File: config.mk
export PLATFORM = sky130hd
export DESIGN_NAME = cq_viola_cpu_reset_sequencer
export DESIGN_NICKNAME = d
export VERILOG_FILES = /design/src/rtl/cq_viola_rst_pkg.sv /design/src/rtl/cq_viola_sync_ff.sv /design/src/rtl/cq_viola_cpu_reset_sequencer.sv
export SDC_FILE = /design/constraint.sdc
export NUM_CORES = 1
export LEC_CHECK = 0
export ABC_AREA = 1
export CORE_UTILIZATION = 60
export CTS_CLUSTER_DIAMETER = 60
export CTS_CLUSTER_SIZE = 24
export DETAILED_ROUTE_END_ITERATION = 8
export DONT_BUFFER_PORTS = 1
export PLACE_DENSITY = 0.77
export SETUP_SLACK_MARGIN = 0.2
export SLEW_MARGIN = 20
export SYNTH_ARGS = -nofsm -noshare
export SYNTH_HDL_FRONTEND = slang
export SYNTH_HIERARCHICAL = 1
export SYNTH_SLANG_ARGS = --single-unit
File: constraint.sdc
create_clock -name clk -period 2.25 [get_ports clk]
set_input_delay 0.45 -clock clk [delete_from_list [all_inputs] [get_ports clk]]
set_output_delay 0.45 -clock clk [all_outputs]
set_load 0.1 [all_outputs]
File: src/rtl/cq_viola_rst_pkg.sv
// Shared reset-sequencer types: one-hot FSM encodings and debug counter width.
// Latency: n/a (declarations only).
// Backpressure: n/a (declarations only).
package cq_viola_rst_pkg;

    // One-hot encodings; any other pattern is treated as illegal and recovers to ASSERT.
    typedef enum logic [3:0] {
        ST_ASSERT = 4'b0001,
        ST_HOLD   = 4'b0010,
        ST_SETTLE = 4'b0100,
        ST_RUN    = 4'b1000
    } rst_state_t;

    localparam int RST_COUNT_W = 8;

    // Larger of two elaboration-time integers, used to size shared down-counters.
    function automatic int max_int(input int a, input int b);
        return (a > b) ? a : b;
    endfunction

endpackage

File: src/rtl/cq_viola_sync_ff.sv
// Multi-flop level synchroniser with selectable reset value.
// Latency: DEPTH clk edges from d_i to q_o.
// Backpressure: none; free-running level path.
module cq_viola_sync_ff #(
    parameter int   DEPTH   = 2,
    parameter logic RST_VAL = 1'b0
) (
    input  logic clk,
    input  logic reset_n,
    input  logic d_i,
    output logic q_o
);

    logic [DEPTH-1:0] sync_q;

    // Shift the asynchronous level through the chain; bit 0 is the metastable capture flop.
    always_ff @(posedge clk or negedge reset_n) begin
        if (!reset_n) begin
            sync_q <= {DEPTH{RST_VAL}};
        end else begin
            sync_q <= {sync_q[DEPTH-2:0], d_i};
        end
    end

    assign q_o = sync_q[DEPTH-1];

endmodule

File: src/rtl/cq_viola_cpu_reset_sequencer.sv
// Turns the PIO reset-request level into a min-width, glitch-free reset for the secondary CPU.
// Latency: request -> target_reset_n low after SYNC_STAGES edges; release adds SETTLE_CYCLES to running.
// Backpressure: none; low width is at least HOLD_CYCLES+1 regardless of request width.
module cq_viola_cpu_reset_sequencer
    import cq_viola_rst_pkg::*;
#(
    parameter int SYNC_STAGES   = 2,
    parameter int HOLD_CYCLES   = 16,
    parameter int SETTLE_CYCLES = 8
) (
    input  logic                   clk,
    input  logic                   reset_n,
    input  logic                   reset_req,
    output logic                   target_reset_n,
    output logic                   running,
    output logic [RST_COUNT_W-1:0] rst_count
);

    localparam int CNT_W = $clog2(max_int(HOLD_CYCLES, SETTLE_CYCLES) + 1);
    localparam logic [CNT_W-1:0] HOLD_LOAD   = CNT_W'(HOLD_CYCLES - 1);
    localparam logic [CNT_W-1:0] SETTLE_LOAD = CNT_W'(SETTLE_CYCLES - 1);
    localparam logic [RST_COUNT_W-1:0] COUNT_SAT = {RST_COUNT_W{1'b1}};

    generate
        if (SYNC_STAGES < 2 || HOLD_CYCLES < 1 || SETTLE_CYCLES < 1) begin : g_bad_params
            $error("cq_viola_cpu_reset_sequencer: illegal SYNC_STAGES/HOLD_CYCLES/SETTLE_CYCLES");
        end
    endgenerate

    logic                   req_s;
    rst_state_t             state_q, state_d;
    logic [CNT_W-1:0]       cnt_q, cnt_d;
    logic                   tgt_rst_n_q, tgt_rst_n_d;
    logic                   running_q, running_d;
    logic [RST_COUNT_W-1:0] rst_count_q, rst_count_d;
    logic                   sw_reset;

    // Synchroniser resets to 1 so every power-on looks like a held request and runs the full sequence.
    cq_viola_sync_ff #(
        .DEPTH   (SYNC_STAGES),
        .RST_VAL (1'b1)
    ) u_req_sync (
        .clk     (clk),
        .reset_n (reset_n),
        .d_i     (reset_req),
        .q_o     (req_s)
    );

    // Next-state, counter and registered-output decode; outputs follow the state being entered.
    always_comb begin
        state_d     = state_q;
        cnt_d       = cnt_q;
        sw_reset    = 1'b0;
        case (state_q)
            ST_ASSERT: begin
                cnt_d   = HOLD_LOAD;
                state_d = ST_HOLD;
            end
            ST_HOLD: begin
                if (cnt_q != '0) begin
                    cnt_d = cnt_q - 1'b1;
                end else if (!req_s) begin
                    cnt_d   = SETTLE_LOAD;
                    state_d = ST_SETTLE;
                end
            end
            ST_SETTLE: begin
                if (req_s) begin
                    sw_reset = 1'b1;
                    state_d  = ST_ASSERT;
                end else if (cnt_q != '0) begin
                    cnt_d = cnt_q - 1'b1;
                end else begin
                    state_d = ST_RUN;
                end
            end
            ST_RUN: begin
                if (req_s) begin
                    sw_reset = 1'b1;
                    state_d  = ST_ASSERT;
                end
            end
            default: begin
                state_d = ST_ASSERT;
            end
        endcase

        tgt_rst_n_d = (state_d == ST_SETTLE) || (state_d == ST_RUN);
        running_d   = (state_d == ST_RUN);

        rst_count_d = rst_count_q;
        if (sw_reset && (rst_count_q != COUNT_SAT)) begin
            rst_count_d = rst_count_q + 1'b1;
        end
    end

    // State, counter and output registers; reset drives the target into reset without a clock.
    always_ff @(posedge clk or negedge reset_n) begin
        if (!reset_n) begin
            state_q     <= ST_ASSERT;
            cnt_q       <= '0;
            tgt_rst_n_q <= 1'b0;
            running_q   <= 1'b0;
            rst_count_q <= '0;
        end else begin
            state_q     <= state_d;
            cnt_q       <= cnt_d;
            tgt_rst_n_q <= tgt_rst_n_d;
            running_q   <= running_d;
            rst_count_q <= rst_count_d;
        end
    end

    assign target_reset_n = tgt_rst_n_q;
    assign running        = running_q;
    assign rst_count      = rst_count_q;

endmodule

==> impl_metrics.toml, run 1 <==
[status]
outcome = "complete, no violations"

[yosys]
synthXorXnorAreaFrac_pct = 5.147
ys_seq_elements = 21
yosys.area_share.simple_pct = 40.44
synthArstFlopShare_pct = 100.0
syn-instance-count = 148
synth_nets = 153
synth-compound-area-share_pct = 2.941
synthDistinctLibCells = 23
avgSynthCellArea_sq_um = 8.048
synth_ff_type = "dfrtp_1"
yosysSeqAreaShare_pct = 44.43
yosys_warnings = 6
synth_top_family_by_area = "simple AND/OR/NAND/NOR gates"
synth_edf_count = 0
netlist_area_sq_um = 1191
synthAdderAreaFrac_pct = 2.101
synth_mux_area_share_pct = 0

[critical_path]
cp_slowest_stage_delay_ns = 0.45
cp_num_buf_inv = 1
required_ns = 1.80
r2r_cells = 10
cp-end-kind = "output port"
path_max_fanout = 5
cp-start-kind = "register"
critPathArrivalTime_ns = 1.08
cpMaxStageDelayCell = "dfrtp_1"
critical_path_class = "register to output port"
cp_num_cells = 1
cp_cell_sequence = "buf_4"
cp_top_family = "flip-flops"

[floorplanning]
ios = 13
dieHeight_um = 46.56
start_util_pct = 66.11
dieArea_sq_um = 2167
die_w_um = 46.56
rows = 15
core_sq_um = 1802

[power]
cell_internal_pwr_uw = 683.8
p_leak_nw = 0.7126
irDropWorstVdd_v = 0.0007163
powerDensity_nw_per_um2 = 889.7
sw_frac_of_total_pct = 42.38
seqPwrFrac_pct = 43.6
switchingPower_uw = 502.9
clkPwrFrac_pct = 15.0
p_comb_share_pct = 41.4

[finish]
layout-drive-gt1-share_pct = 20.86
multi_input_area_sq_um = 603.1
fill_cells = 149
fin_area_sq_um = 1334
seqCellArea_sq_um = 529.3
syn_to_final_growth_pct = 11.97
fin_util_pct = 74.03
diodes = 0
nets = 169

[global_routing]
grt_start_max_net_pins = 22
grt_usage_pct = 23.55
grt_pass1_wl_um = 3519
antenna_found_initial = 0
grt.overflow.total = 0
grt_pass1_vias = 870

[route]
via_count = 980
first_pass_iters = 5
finalWirelength_um = 2178
drc = 0
dr.first_iter.drc_count = 15
viasPerCell = 5.213
wl_per_cell_um = 11.59
final_antenna_net_count = 0

[worst_hold_path]
worst_hold_path.num_cells = 0
hold_path_class = "input port to register"

[sta]
tightest_slew_ns = 0.9287
clock_skew_ns = 0.005507
slew_headroom_pct = 37.88
period_needed_ns = 1.533
slew_violations = 0
setup_viol = 0
hold_ws_ns = 0.1362
fin_crit_sh_pct = 68.12
rsz0062_at_grt = "false"
timing.fmax_mhz = 652.4
worst_slack_ns = 0.7172
fin_tns_setup_ns = 0
hold_violations = 0

[clocking]
cts.clk_slew.worst_paths_ns = 0.11
cts_tree = "done"
insertion_delay_ns = 0.30
htreeDepth = 1
clockRootBuffer = "clkbuf_4"
cts_buffers = 3
cts.path.max_buffers = 2
clkSinkCount = 21

[run]
drv_cap = 0

[placed_design]
place_ws_ns = 0.8406
port_buffers = 0
dpl.hpwl_um = 1649
place_congestion = 0.8880
place_area_sq_um = 1297
-- state kept, by name (all words and copies together) (netlist names) --
signal and flops:
rst_count 8, state_q 4, running 1, u_req_sync/sync_q 2
cnt_q 5, target_reset_n 1
-- metal layers --
layer / part of all wire (%) / vias up / track usage [%]
li1: - / 496 / -
met1: 46 / 455 / 28.54
met2: 48 / 23 / 39.72
met3: 3.4 / 6 / 3.137
met4: 2.2 / 0 / 12.94
met5: 0 / - / 0
-- cells by family (layout without fill, tap and decap cells) --
| logic type | Yosys count | after routing |
|---|---|---|
| AND/OR/NAND/NOR | 96 | 96 |
| XOR/XNOR | 7 | 7 |
| AO/OA/AOI/OAI | 7 | 7 |
| flip-flops | 21 | 21 |
| adder cells (fa/ha/maj) | 2 | 2 |
| buffers and inverters | 15 | 30 |
-- synth_stat cells, types with 2 or more instances --
| library cell | count | area [sq um] |
|---|---|---|
| xor2_1 | 4 | 35.03 |
| nand3_1 | 23 | 115.1 |
| dfrtp_1 | 18 | 450.4 |
| nand2_2 | 2 | 12.51 |
| nor2_2 | 3 | 18.77 |
| inv_1 | 12 | 45.04 |
| nand2_1 | 45 | 168.9 |
| dfstp_2 | 3 | 78.83 |
| a21oi_1 | 4 | 20.02 |
| nand3_2 | 2 | 20.02 |
| nand2_4 | 4 | 45.04 |
| xnor2_1 | 3 | 26.28 |
| o21ai_0 | 2 | 10.01 |
| nor2_1 | 12 | 45.04 |
| ha_1 | 2 | 25.02 |
| inv_2 | 2 | 7.510 |
-- power groups by stage --
| stage | Sequential [mW] | Combinational (mW) | Clock [mW] |
|---|---|---|---|
| finish | 0.517 | 0.491 | 0.178 |
| CTS | 0.517 | 0.494 | 0.185 |
| global placement | 0.519 | 0.470 | 0 |
| floorplan | 0.573 | 0.345 | 0 |
| global route | 0.524 | 0.558 | 0.194 |
| detailed placement | 0.524 | 0.483 | 0 |
-- what timing repair did --
item,CTS,global route
setup buffers,0,0
gates resized for setup,0,0
hold buffers,1,0
endpoints found under the hold margin,21,0
-- final timing paths --
path / end / from / slack (ns)
hold reg to reg: u_req_sync/sync_q[1] / u_req_sync/sync_q[0] / 0.36
hold / removal: u_req_sync/sync_q[0] / reset_req / 0.14
setup / recovery: rst_count[5] / rst_count[5] / 0.72
min in group asynchronous: rst_count[3] / reset_n / 0.73
setup reg to reg: cnt_q[4] / cnt_q[0] / 0.81
max in group asynchronous: cnt_q[4] / reset_n / 0.96
-- worst register-to-register path, cell delays in order (launching register included) --
cell	delay, ns
dfrtp_1	0.41
inv_1	0.09
ha_1	0.27
nand3_2	0.15
inv_2	0.10
nand2_4	0.06
nand2_4	0.07
inv_4	0.05
nand2_4	0.07
nand2_1	0.05
nand2_1	0.05
-- through the flow --
step	power [mW]	std cells
2_1_floorplan	0.9172	148
3_3_place_gp	0.9890	183
3_5_place_dp	1.007	183
4_1_cts	1.196	188
5_1_grt	1.275	188
6_report	1.187	188
-- layout by cell type, fill, tap and decap left out, drive strengths merged, types with 2 or more instances in the layout --
cell type,instances
o21ai,3
inv,15
xnor2,3
ha,2
dfrtp,18
nor2,17
buf,10
xor2,4
nand3,25
nand2,51
clkbuf,4
dfstp,3
a21oi,4
-- area by class of cell --
cell class / instances / share of cell area [%]
Multi-Input combinational cell: 112 / 45.22
Tap cell: 25 / 2.345
Inverter: 15 / 4.409
Sequential cell: 21 / 39.68
Clock buffer: 4 / 1.970
Timing Repair Buffer: 11 / 6.379
(Power assumes the default switching activity.)
==> run 2: changes to the inputs <==
- CORE_UTILIZATION: 60 -> 55
- PLACE_DENSITY: 0.77 -> 0.74
- clock period: 2.25 -> 1.3 ns (I/O delays scaled with it)
==> run 2 against run 1 <==
The flow now finishes with violations (negative setup slack). Register-to-register slack worse by 0.99 ns. Flip-flop and latch count unchanged. Routed wire length up 86%. Via count up 30%. Sequential power up 93%. First-iteration DRC count rose to 4.4 times the previous value. Cell area up 33%. Worst setup slack worse by 0.89 ns. Critical path type is now register to register. Largest cell class unchanged. Largest power group is now combinational cells. Highest routed layer unchanged.
==> impl_metrics.toml, run 2 (synthesis gave the netlist of run 1 again) <==
[global_routing]
antenna_found_initial = 0
grt.overflow.total = 0
grt_pass1_vias = 1178
grt_start_max_net_pins = 22
grt_pass1_wl_um = 5423
grt_usage_pct = 31.07

[route]
dr_wl_met3_um = 303
drc = 0
highest_layer = "met4"
viasPerCell = 6.091
first_pass_iters = 6
dr.first_iter.drc_count = 66
finalWirelength_um = 4048
final_antenna_net_count = 0
wl_met2_um = 2065
wl_per_cell_um = 19.37
via_count = 1273
met1_length_um = 1427

[finish]
layout_commonest_cell = "nand2_1"
final_cell_mix = "nand2_1 (36), nand3_1 (20), buf_4 (16)"
diodes = 0
largest_reg_flops = 8
layout-drive-gt1-share_pct = 50.00
nets = 188
fin_area_sq_um = 1774
fin_util_pct = 88.63
syn_to_final_growth_pct = 48.95

[sta]
setup_viol = 17
period_needed_ns = 1.477
hold_violations = 0
tightest_slew_ns = 0.4787
rsz0062_at_grt = "true"
timing.fmax_mhz = 677.0
fin_crit_sh_pct = 113.6
slew_headroom_pct = 68.09
clock_skew_ns = 0.01207
slew_violations = 0
worst_slack_ns = -0.1770

[power]
irDropWorstVdd_v = 0.001292
powerDensity_nw_per_um2 = 1477
p_leak_nw = 0.8229
p_total_mw = 2.620

[critical_path]
required_ns = 1.56
critPathArrivalTime_ns = 1.74
cp-end-kind = "register"
critical_path_class = "register to register"
r2r_cells = 7
cp-start-kind = "register"
path_max_fanout = 3

[placed_design]
place_congestion = 0.8279
place_area_sq_um = 1411
place_ws_ns = -0.02291
dpl.hpwl_um = 1861
port_buffers = 0

[run]
drv_cap = 0

[clocking]
clkSinkCount = 21
cts_buffers = 3
insertion_delay_ns = 0.32
cts.clk_slew.worst_paths_ns = 0.13
cts.path.max_buffers = 2
cts_tree = "done"
htreeDepth = 1
clockRootBuffer = "clkbuf_4"

[floorplanning]
die_w_um = 48.54
ios = 13
rows = 16
dieHeight_um = 48.54
core_sq_um = 2002
start_util_pct = 59.50
dieArea_sq_um = 2356

[worst_hold_path]
worst_hold_path.num_cells = 0
hold_path_class = "register to register"

[status]
violations = "negative setup slack"
outcome = "finished with violations"
[run 2: changes by cell type in the layout (fill, tap and decap cells not counted), sizes merged]
cell / previous run / this run
nor2: 17 / 18
dlygate4sd3: 1 / 2
clkbuf: 4 / 3
clkinv: 0 / 1
buf: 10 / 27
[run 2: cell type report]
cell class              instances  area [sq um]
multi-input cells             113         755.7
flip-flops and latches         21         568.0
repair buffers                 29         327.8
fillers                        84         227.7
inverters                      15         61.31
well taps                      27         33.78
clock buffers                   3         22.52
clock inverters                 1         5.005
[run 2: routing by layer]
metal  vias up  track usage, %
met4         0           15.20
met2        84           57.04
met3        37           4.088
met1       607           35.33
met5         -               0
li1        545               -
[run 2: metrics by stage]
stage / setup TNS (ns) / instances / hold WS, ns
2_1_floorplan: -0.4779 / 148 / -0.03559
3_3_place_gp: 0 / 189 / -0.03516
3_5_place_dp: -0.1475 / 189 / -0.03514
4_1_cts: -0.1185 / 206 / 0.3664
5_1_grt: -2.051 / 209 / 0.3681
6_report: -1.182 / 209 / 0.3669
[run 2: worst max-delay path, cell delays in order (launching register included)]
cell and delay, ns:
dfrtp_4 0.47, buf_4 0.16, nand2_1 0.10, nor2_1 0.12, nand2_1 0.10, xnor2_1 0.21, nand3_1 0.15, nand2_1 0.11
[run 2: repair_timing]
item / in CTS / in global routing
endpoints found under the hold margin: 22 / 18
pin swaps: 11 / 6
endpoints found under the setup margin: 29 / 29
resized for setup: 40 / 16
hold buffers: 2 / 1
buffers inserted: 10 / 2
gates cloned: 1 / 0
[run 2: worst paths after layout]
check | start | end | slack, ns
min reg2reg | u_req_sync/sync_q[0] | u_req_sync/sync_q[1] | 0.37
min in group asynchronous | reset_n | rst_count[4] | 0.43
max | rst_count[4] | rst_count[5] | -0.18
min | u_req_sync/sync_q[0] | u_req_sync/sync_q[1] | 0.37
max reg2reg | rst_count[4] | rst_count[5] | -0.18
max in group asynchronous | reset_n | running | 0.49
[run 2: report_power, final]
| part | switching [mW] | internal [mW] |
|---|---|---|
| clock | 0.213 | 0.115 |
| sequential | 0.203 | 0.799 |
| combinational | 0.779 | 0.511 |
| total | 1.19 | 1.43 |
